`config.mk`:
```
export PLATFORM = sky130hd
export DESIGN_NAME = multicycle_main_control
export DESIGN_NICKNAME = d
export VERILOG_FILES = /design/src/rtl/control_pkg.sv /design/src/rtl/opcode_decoder.sv /design/src/rtl/multicycle_main_control.sv
export SDC_FILE = /design/constraint.sdc
export NUM_CORES = 1
export LEC_CHECK = 0
export CAP_MARGIN = 20
export CORE_UTILIZATION = 45
export DETAILED_ROUTE_END_ITERATION = 8
export PLACE_DENSITY = 0.73
export SYNTH_ARGS = -nofsm -noshare
export SYNTH_HDL_FRONTEND = slang
export SYNTH_SLANG_ARGS = --single-unit
```
`constraint.sdc`:
```
create_clock -name clk -period 2.1 [get_ports clk]
set_input_delay 0.315 -clock clk [delete_from_list [all_inputs] [get_ports clk]]
set_output_delay 0.315 -clock clk [all_outputs]
set_load 0.1 [all_outputs]
```
`src/rtl/control_pkg.sv`:
```
// Shared encodings for the multi-cycle main controller: opcodes, ALUop codes,
// FSM states and the execution path selected by the opcode decoder.
package control_pkg;

  localparam logic [5:0] OP_RTYPE = 6'b000000;
  localparam logic [5:0] OP_ANDI  = 6'b001100;
  localparam logic [5:0] OP_ORI   = 6'b001101;
  localparam logic [5:0] OP_ADDI  = 6'b001000;
  localparam logic [5:0] OP_SLTI  = 6'b001010;
  localparam logic [5:0] OP_LW    = 6'b100011;
  localparam logic [5:0] OP_SW    = 6'b101011;
  localparam logic [5:0] OP_BEQ   = 6'b000100;

  localparam logic [2:0] ALUOP_RTYPE = 3'b111;
  localparam logic [2:0] ALUOP_ANDI  = 3'b110;
  localparam logic [2:0] ALUOP_ORI   = 3'b101;
  localparam logic [2:0] ALUOP_ADDI  = 3'b100;
  localparam logic [2:0] ALUOP_SLTI  = 3'b010;
  localparam logic [2:0] ALUOP_SUB   = 3'b001;
  localparam logic [2:0] ALUOP_ADD   = 3'b000;

  typedef enum logic [2:0] {
    FETCH,
    DECODE,
    EXEC,
    MEM,
    WB,
    TRAP
  } state_t;

  // Where the instruction goes after EXEC.
  typedef enum logic [2:0] {
    PATH_WB,
    PATH_LOAD,
    PATH_STORE,
    PATH_BRANCH,
    PATH_NOP
  } path_t;

endpackage

```
`src/rtl/opcode_decoder.sv`:
```
// Combinational opcode map: opcode -> ALUop, operand/destination selects,
// execution path and an illegal flag for unsupported opcodes.
module opcode_decoder
  import control_pkg::*;
#(
  parameter int OPCODE_W = 6
) (
  input  logic [OPCODE_W-1:0] opcode,
  output logic [2:0]          aluop,
  output logic                alu_src,
  output logic                reg_dst,
  output logic                mem_to_reg,
  output path_t               path,
  output logic                illegal
);

  always_comb begin
    aluop      = ALUOP_ADD;
    alu_src    = 1'b0;
    reg_dst    = 1'b0;
    mem_to_reg = 1'b0;
    path       = PATH_NOP;
    illegal    = 1'b0;
    case (opcode)
      OP_RTYPE: begin
        aluop   = ALUOP_RTYPE;
        reg_dst = 1'b1;
        path    = PATH_WB;
      end
      OP_ANDI: begin
        aluop   = ALUOP_ANDI;
        alu_src = 1'b1;
        path    = PATH_WB;
      end
      OP_ORI: begin
        aluop   = ALUOP_ORI;
        alu_src = 1'b1;
        path    = PATH_WB;
      end
      OP_ADDI: begin
        aluop   = ALUOP_ADDI;
        alu_src = 1'b1;
        path    = PATH_WB;
      end
      OP_SLTI: begin
        aluop   = ALUOP_SLTI;
        alu_src = 1'b1;
        path    = PATH_WB;
      end
      OP_LW: begin
        aluop      = ALUOP_ADD;
        alu_src    = 1'b1;
        mem_to_reg = 1'b1;
        path       = PATH_LOAD;
      end
      OP_SW: begin
        aluop   = ALUOP_ADD;
        alu_src = 1'b1;
        path    = PATH_STORE;
      end
      OP_BEQ: begin
        aluop = ALUOP_SUB;
        path  = PATH_BRANCH;
      end
      default: begin
        // Unsupported opcode behaves as a NOP with ALUop=ADD.
        illegal = 1'b1;
      end
    endcase
  end

endmodule

```
`src/rtl/multicycle_main_control.sv`:
```
// Main control FSM of the multi-cycle datapath (FETCH/DECODE/EXEC/MEM/WB).
// Define ILLEGAL_TRAP_EN to lock up in TRAP on an unsupported opcode.
module multicycle_main_control
  import control_pkg::*;
#(
  parameter int OPCODE_W = 6,
  parameter int FUNCT_W  = 6,
  parameter int ALUOP_W  = 3
) (
  input  logic                clk,
  input  logic                rst_n,
  input  logic                instr_valid,
  output logic                instr_ready,
  input  logic [OPCODE_W-1:0] opcode,
  input  logic [FUNCT_W-1:0]  funct,
  input  logic                mem_ready,
  output logic [ALUOP_W-1:0]  ALUop,
  output logic [FUNCT_W-1:0]  function_code,
  output logic                alu_src,
  output logic                reg_dst,
  output logic                mem_to_reg,
  output logic                reg_write,
  output logic                mem_read,
  output logic                mem_write,
  output logic                branch,
  output logic                busy,
  output logic                illegal
);

  state_t                state_reg, state_next;
  logic [OPCODE_W-1:0]   opcode_reg;
  logic [FUNCT_W-1:0]    funct_reg;
  logic [ALUOP_W-1:0]    aluop_reg;
  logic [FUNCT_W-1:0]    function_code_reg;
  logic                  alu_src_reg;
  logic                  reg_dst_reg;
  logic                  mem_to_reg_reg;

  logic [2:0]            dec_aluop;
  logic                  dec_alu_src;
  logic                  dec_reg_dst;
  logic                  dec_mem_to_reg;
  path_t                 dec_path;
  logic                  dec_illegal;
  logic                  accept;

  // The decoder always looks at the captured opcode, so its path stays valid
  // for the whole instruction and steers EXEC/MEM without extra registers.
  opcode_decoder #(
    .OPCODE_W (OPCODE_W)
  ) u_opcode_decoder (
    .opcode     (opcode_reg),
    .aluop      (dec_aluop),
    .alu_src    (dec_alu_src),
    .reg_dst    (dec_reg_dst),
    .mem_to_reg (dec_mem_to_reg),
    .path       (dec_path),
    .illegal    (dec_illegal)
  );

  assign accept = instr_valid && (state_reg == FETCH);

  always_ff @(posedge clk or negedge rst_n) begin
    if (!rst_n) begin
      state_reg         <= FETCH;
      opcode_reg        <= '0;
      funct_reg         <= '0;
      aluop_reg         <= '0;
      function_code_reg <= '0;
      alu_src_reg       <= 1'b0;
      reg_dst_reg       <= 1'b0;
      mem_to_reg_reg    <= 1'b0;
    end else begin
      state_reg <= state_next;
      if (accept) begin
        opcode_reg <= opcode;
        funct_reg  <= funct;
      end
      // Decoded controls load at the end of DECODE and hold until the next one.
      if (state_reg == DECODE) begin
        aluop_reg         <= ALUOP_W'(dec_aluop);
        function_code_reg <= dec_reg_dst ? funct_reg : '0;
        alu_src_reg       <= dec_alu_src;
        reg_dst_reg       <= dec_reg_dst;
        mem_to_reg_reg    <= dec_mem_to_reg;
      end
    end
  end

  always_comb begin
    state_next  = state_reg;
    instr_ready = 1'b0;
    busy        = 1'b1;
    reg_write   = 1'b0;
    mem_read    = 1'b0;
    mem_write   = 1'b0;
    branch      = 1'b0;
    illegal     = 1'b0;
    case (state_reg)
      FETCH: begin
        instr_ready = 1'b1;
        busy        = 1'b0;
        if (instr_valid) begin
          state_next = DECODE;
        end
      end
      DECODE: begin
        illegal = dec_illegal;
`ifdef ILLEGAL_TRAP_EN
        state_next = dec_illegal ? TRAP : EXEC;
`else
        state_next = EXEC;
`endif
      end
      EXEC: begin
        illegal = dec_illegal;
        branch  = (dec_path == PATH_BRANCH);
        case (dec_path)
          PATH_WB:                state_next = WB;
          PATH_LOAD, PATH_STORE:  state_next = MEM;
          default:                state_next = FETCH;
        endcase
      end
      MEM: begin
        mem_read  = (dec_path == PATH_LOAD);
        mem_write = (dec_path == PATH_STORE);
        if (mem_ready) begin
          state_next = (dec_path == PATH_LOAD) ? WB : FETCH;
        end
      end
      WB: begin
        reg_write  = 1'b1;
        state_next = FETCH;
      end
      TRAP: begin
        // Only rst_n leaves this state.
        illegal = 1'b1;
      end
      default: begin
        state_next = FETCH;
      end
    endcase
  end

  assign ALUop         = aluop_reg;
  assign function_code = function_code_reg;
  assign alu_src       = alu_src_reg;
  assign reg_dst       = reg_dst_reg;
  assign mem_to_reg    = mem_to_reg_reg;

endmodule

```
## Word-level counts from Yosys, hierarchy flattened

Cells that the tools add are included.

- Bits in read-only memories: 0
- Bits of input ports: 16
- Memories: 0
- Bits in writable memories: 0
- Bits in latches: 0
- Register bits after elaboration: 27

- Reduce and logical (&&, ||, !) cells: 10
- Equal/unequal tests: 17
- Shift operators: 0
- Muxes and demuxes: 19
- Div/mod/pow operators: 0
- Multiply operators: 0
- Bitwise operators: 1
- Add/sub/neg operators: 0
- $lt $le $gt $ge: 0

Operator list:

| kind | number |
|---|---|
| == test 6 x 4 -> 1 bit, second input constant | 4 |
| case mux 3 bit (6 select lines) | 1 |
| case mux 3 bit (5 select lines) | 1 |
| == test 3 x 2 -> 1 bit, second input constant | 4 |
| == test 6 bit, second input constant | 2 |
| case mux 3 bit (4 select lines) | 1 |
| 2-to-1 mux 1 bit | 10 |
| 2-to-1 mux 3 bit | 3 |
| OR reduction 8 bit | 1 |
| == test 3 x 1 -> 1 bit, second input constant | 2 |
| == test 3 bit, second input constant | 2 |
| == test 6 x 3 -> 1 bit, second input constant | 1 |
| logical NOT 3 bit | 2 |
| logical NOT 6 bit | 1 |
| 2-to-1 mux 6 bit | 1 |
| case mux 3 bit (2 select lines) | 1 |
| OR reduction 6 bit | 1 |
| OR reduction 5 bit | 1 |
| != test 2 bit, second input constant | 2 |
| OR reduction 2 bit | 2 |
| AND reduction 3 bit | 1 |
| case mux 1 bit (2 select lines) | 1 |
| logical AND 1 bit | 1 |
| inverter 1 bit | 1 |

## Logic depth before layout (Yosys ltp)

- Depth after elaboration: 7
- Mapped depth: 8

## Cells and area by module

From an unflattened synthesis, not the netlist that was laid out.

- Cells, all modules: 131
- Area, all modules: 1481.4 µm²

Modules (own cells, without submodules):

| module | instances | cells each | sequential area each (µm²) | area an instance (µm²) |
|---|---|---|---|---|
| multicycle_main_control | 1 | 99 | 675.6 | 1267.5 |
| opcode_decoder | 1 | 32 | 0.0 | 214.0 |

## Least setup slack after synthesis

OpenSTA, ideal clock, no wires.

- Path type: register to register
- Start: reg opcode_reg[0]
- End: reg state_reg[2]
- Setup slack: -1473 ps
- Cell stages (with the launch flop): 6
- Setup time: 74 ps
- Path buffers: 1
- Required time: 2026 ps
- Arrival: 3498 ps
- Cell sequence: dfrtp_1 clkbuf_1 nand4b_1 or2_2 nor3_1 o31a_1

- Word-level cells in the longest chain between the ends: 7
- Elaborated cells between the ends (all ways): 18
- Those cells by class: eq/ne: 9; mux: 5; reduce/logical: 4

Ends and longest elaborated chain:

| what | line | RTL |
|---|---|---|
| start, declared | multicycle_main_control.sv:31 | `logic [OPCODE_W-1:0] opcode_reg;` |
| start signal, assigned | multicycle_main_control.sv:76 | `opcode_reg <= opcode;` |
| == test 6 x 4 -> 1 bit / logical NOT 6 bit (equally long branches) | opcode_decoder.sv:24 | `case (opcode)` |
| OR reduction 5 bit (no source line) | -- |  |
| case mux 3 bit (4 select lines) (*) | opcode_decoder.sv:24 |  |
| == test 3 x 1 -> 1 bit / == test 3 x 2 -> 1 bit (equally long branches) | multicycle_main_control.sv:118, multicycle_main_control.sv:128 |  |
| OR reduction 2 bit / 2-to-1 mux 3 bit (equally long branches) | multicycle_main_control.sv:118, multicycle_main_control.sv:128 |  |
| case mux 3 bit (2 select lines) / 2-to-1 mux 3 bit (equally long branches) | multicycle_main_control.sv:118, multicycle_main_control.sv:127 |  |
| case mux 3 bit (5 select lines) (*) | multicycle_main_control.sv:99 | `case (state_reg)` |
| end signal, assigned | multicycle_main_control.sv:74 | `state_reg <= state_next;` |
| end, declared | multicycle_main_control.sv:30 | `state_t state_reg, state_next;` |

Mark *: on every way between the ends. The rest lies on a longest branch, timed or not. The select of a mux whose other input is x is not followed.
A chain may end at the register's enable or synchronous reset.

## Final worst setup path

- Start: reg opcode_reg[2]
- End: out illegal

- Word-level cells in the longest chain between the ends: 4
- Elaborated cells between the ends (all ways): 11
- Those cells by class: eq/ne: 7; mux: 2; reduce/logical: 2

Ends and longest elaborated chain:

| what | line | RTL |
|---|---|---|
| == test 6 x 4 -> 1 bit, or another cell as far along | opcode_decoder.sv:24 |  |
| OR reduction 8 bit (no source line) (*) | -- |  |
| 2-to-1 mux 1 bit (*) | opcode_decoder.sv:24 |  |
| case mux 1 bit (2 select lines) (*) | multicycle_main_control.sv:99 |  |
| end, declared | multicycle_main_control.sv:27 | `output logic illegal` |

Mark *: on every way between the ends. The rest lies on a longest branch, timed or not.

==> impl_metrics.yaml <==
sta:
  worstMarginPinSlew_ns: 0.4736
  slew_headroom: 0.6819
  final_critical_path_setup_slack_ns: -0.1588
  finalSetupViolCount: 3
  period_utilization: 1.076
  fin_skew_ns: 0.006060
  fmax_ghz: 0.4427
  post-route-min-period_ns: 2.259
  maxSlewViolCount: 0
  hold_viol: 0
  grt_setup_unrepaired: "true"
place:
  placement.setup.worst_slack_ns: 0.1866
  port_buffers: 34
  dp_cells: 180
  routabilityCongestion: 0.8033
  dp_hpwl_mm: 2.008
critical_path:
  timing.critical_path.mode_cell: "sky130_fd_sc_hd__o31a_1"
  critical_path_peak_fanout: 2
  setup.worst_path.start_class: "flip-flop"
  worst_path_max_delay_cell: "sky130_fd_sc_hd__dfrtp_1"
  cp.required_ns: 1.78
  cp.buffers_inverters: 1
  cp_data_arrival_time_ns: 1.94
  timing.critical_path.to_type: "output port"
  slowest_delay_ns: 0.40
  cpLargestDelayFamily: "compound AO/OA/AOI/OAI gates"
  cell_by_cell_listing_of_the_critical_path: "mux2_2 > o31a_1 > o31a_1 > o31a_2 > buf_12"
  setup.worst_path.class: "reg -> out"
clock_tree:
  cts_inserted_buffers: 3
  root_buffer: "sky130_fd_sc_hd__clkbuf_4"
  clkTransAtPathRegs_ns: 0.15
  cts_num_sinks: 27
  clock_tree.htree_level_count: 1
  clk_path_buf_depth: 2
  tritoncts: "yes"
  clkLatencyLatePin_ns: 0.33
yosys:
  synth.yosys.seq_area_share: 0.5233
  synth_fp_nets: 134
  ys_ff_latch: 27
  post_synth_inst_count: 118
  synth.area.mux_share: 0.09593
  synth_simple_gate_area_share: 0.1676
  synth.yosys.warnings: 0
  synth_area_sq_um: 1291
  synth.distinct_cells: 32
  synth-compound-area-share: 0.1512
  yosys.area_share.adder: 0
  syn_avg_cell_area_sq_um: 10.94
  yosys_most_used_dff: "sky130_fd_sc_hd__dfrtp_1"
  synth_edf_count: 0
  main_combinational_cell_family_by_area_after_synthesis: "simple AND/OR/NAND/NOR gates"
  ys_async_sr_fraction: 1.000
  synth_xor_xnor_area_share: 0.006783
global_route:
  pin_count_of_the_biggest_net_entering_global_routing: 28
  wire_length_of_the_first_global_routing_pass_mm: 4.788
  grt_overflow: 0
  global_route.usage.total: 0.1994
  grt_pass1_vias: 1036
  antenna_found_initial: 0
status:
  violations: "setup timing"
  run_status: "finished with violations"
floorplanning:
  floorplan.io_pins: 35
  die_width_um: 55.57
  floorplan.die_area_sq_um: 3087
  core.rowCount: 19
  coreArea_sq_um: 2734
  die_h_um: 55.57
  start_util: 0.4723
detailed_routing:
  avgViaCountPerCell: 5.701
  antenna_left: 0
  num_vias: 1066
  first_iter_violations: 20
  dr.pass1.iters: 4
  drt_drc_violations_left: 0
  wl_mm: 2.851
  avgRoutedWirePerCell_um: 15.25
finish:
  final_common_cell: "sky130_fd_sc_hd__dfrtp_1"
  drive_above_1_share: 0.3590
  final_cell_count_no_fill: 187
  area.sequential_sq_um: 676.9
  post-route-util: 0.6641
  filler_cell_count: 217
  antennaDiodeCount: 0
  final_nets: 173
  multiInputGateArea_sq_um: 580.6
  layout-area-overhead-vs-synth_pct: 40.60
  highest_count_cells_in_the_layout_ignoring_fill_and_taps: "sky130_fd_sc_hd__dfrtp_1 (26), sky130_fd_sc_hd__buf_4 (24), sky130_fd_sc_hd__clkdlybuf4s50_1 (15)"
hold_path:
  worstHoldPathType: "in -> async"
run:
  cap_violations: 0
## routing by layer
metal / track usage / vias to the layer above / share of wire
li1: - / 502 / -
met1: 0.2581 / 530 / 0.45
met2: 0.3219 / 30 / 0.49
met3: 0.03747 / 4 / 0.039
met4: 0.09643 / 0 / 0.015
met5: 0 / - / 0
## synthesized netlist by cell type, types with 3 or more instances
library cell | instances | area share
sky130_fd_sc_hd__a22o_1 | 7 | 0.047
sky130_fd_sc_hd__buf_2 | 3 | 0.012
sky130_fd_sc_hd__clkbuf_1 | 8 | 0.023
sky130_fd_sc_hd__dfrtp_1 | 27 | 0.52
sky130_fd_sc_hd__inv_1 | 4 | 0.012
sky130_fd_sc_hd__mux2_2 | 11 | 0.096
sky130_fd_sc_hd__nand2_1 | 10 | 0.029
sky130_fd_sc_hd__nor2_1 | 3 | 0.0087
sky130_fd_sc_hd__nor3_1 | 5 | 0.019
sky130_fd_sc_hd__o21ai_0 | 8 | 0.031
sky130_fd_sc_hd__o31a_1 | 4 | 0.027
## cell type report
| class | instances | share of cell area |
|---|---|---|
| repair buffers | 46 | 0.2591 |
| multi-input cells | 75 | 0.3198 |
| clock buffers | 3 | 0.01241 |
| flip-flops and latches | 27 | 0.3728 |
| inverters | 4 | 0.01034 |
| well taps | 31 | 0.02136 |
| clock inverters | 1 | 0.004135 |
## path summary, 6_finish.rpt
check,from,endpoint,slack [ns],cells after the start
max,opcode_reg[2],illegal,-0.16,5
min,rst_n,mem_to_reg,0.33,2
max reg2reg,state_reg[0],function_code[4],0.19,4
min reg2reg,reg_dst,reg_dst,0.50,1
max in group asynchronous,rst_n,opcode_reg[1],1.49,2
min in group clk,reg_dst,reg_dst,0.50,1
## metrics by stage
| step | hold slack, ns | TNS, ns | cell area, sq um |
|---|---|---|---|
| finish | 0.3277 | -0.2942 | 1815 |
| global route | 0.3406 | -0.4440 | 1815 |
| CTS | 0.3314 | -0.3220 | 1808 |
| detailed placement | 0.4746 | 0 | 1762 |
| global placement | 0.4669 | 0 | 1762 |
| floorplan | 0.01941 | -1.842 | 1350 |
## repair_timing
item / CTS / global route
gates resized for setup: 1 / 0
hold buffers: 0 / 0
endpoints found under the setup margin: 3 / 3
pin swaps: 2 / 0
setup buffers: 2 / 1
## logic make-up after synthesis
logic type	after synthesis
buf+inv	16
mux	11
xor+xnor	1
compound gates	27
flops	27
simple gates	36
Power is left out: the tool's default activity adds up to more than one toggle a clock period on the data nets, which glitch-free logic cannot reach.
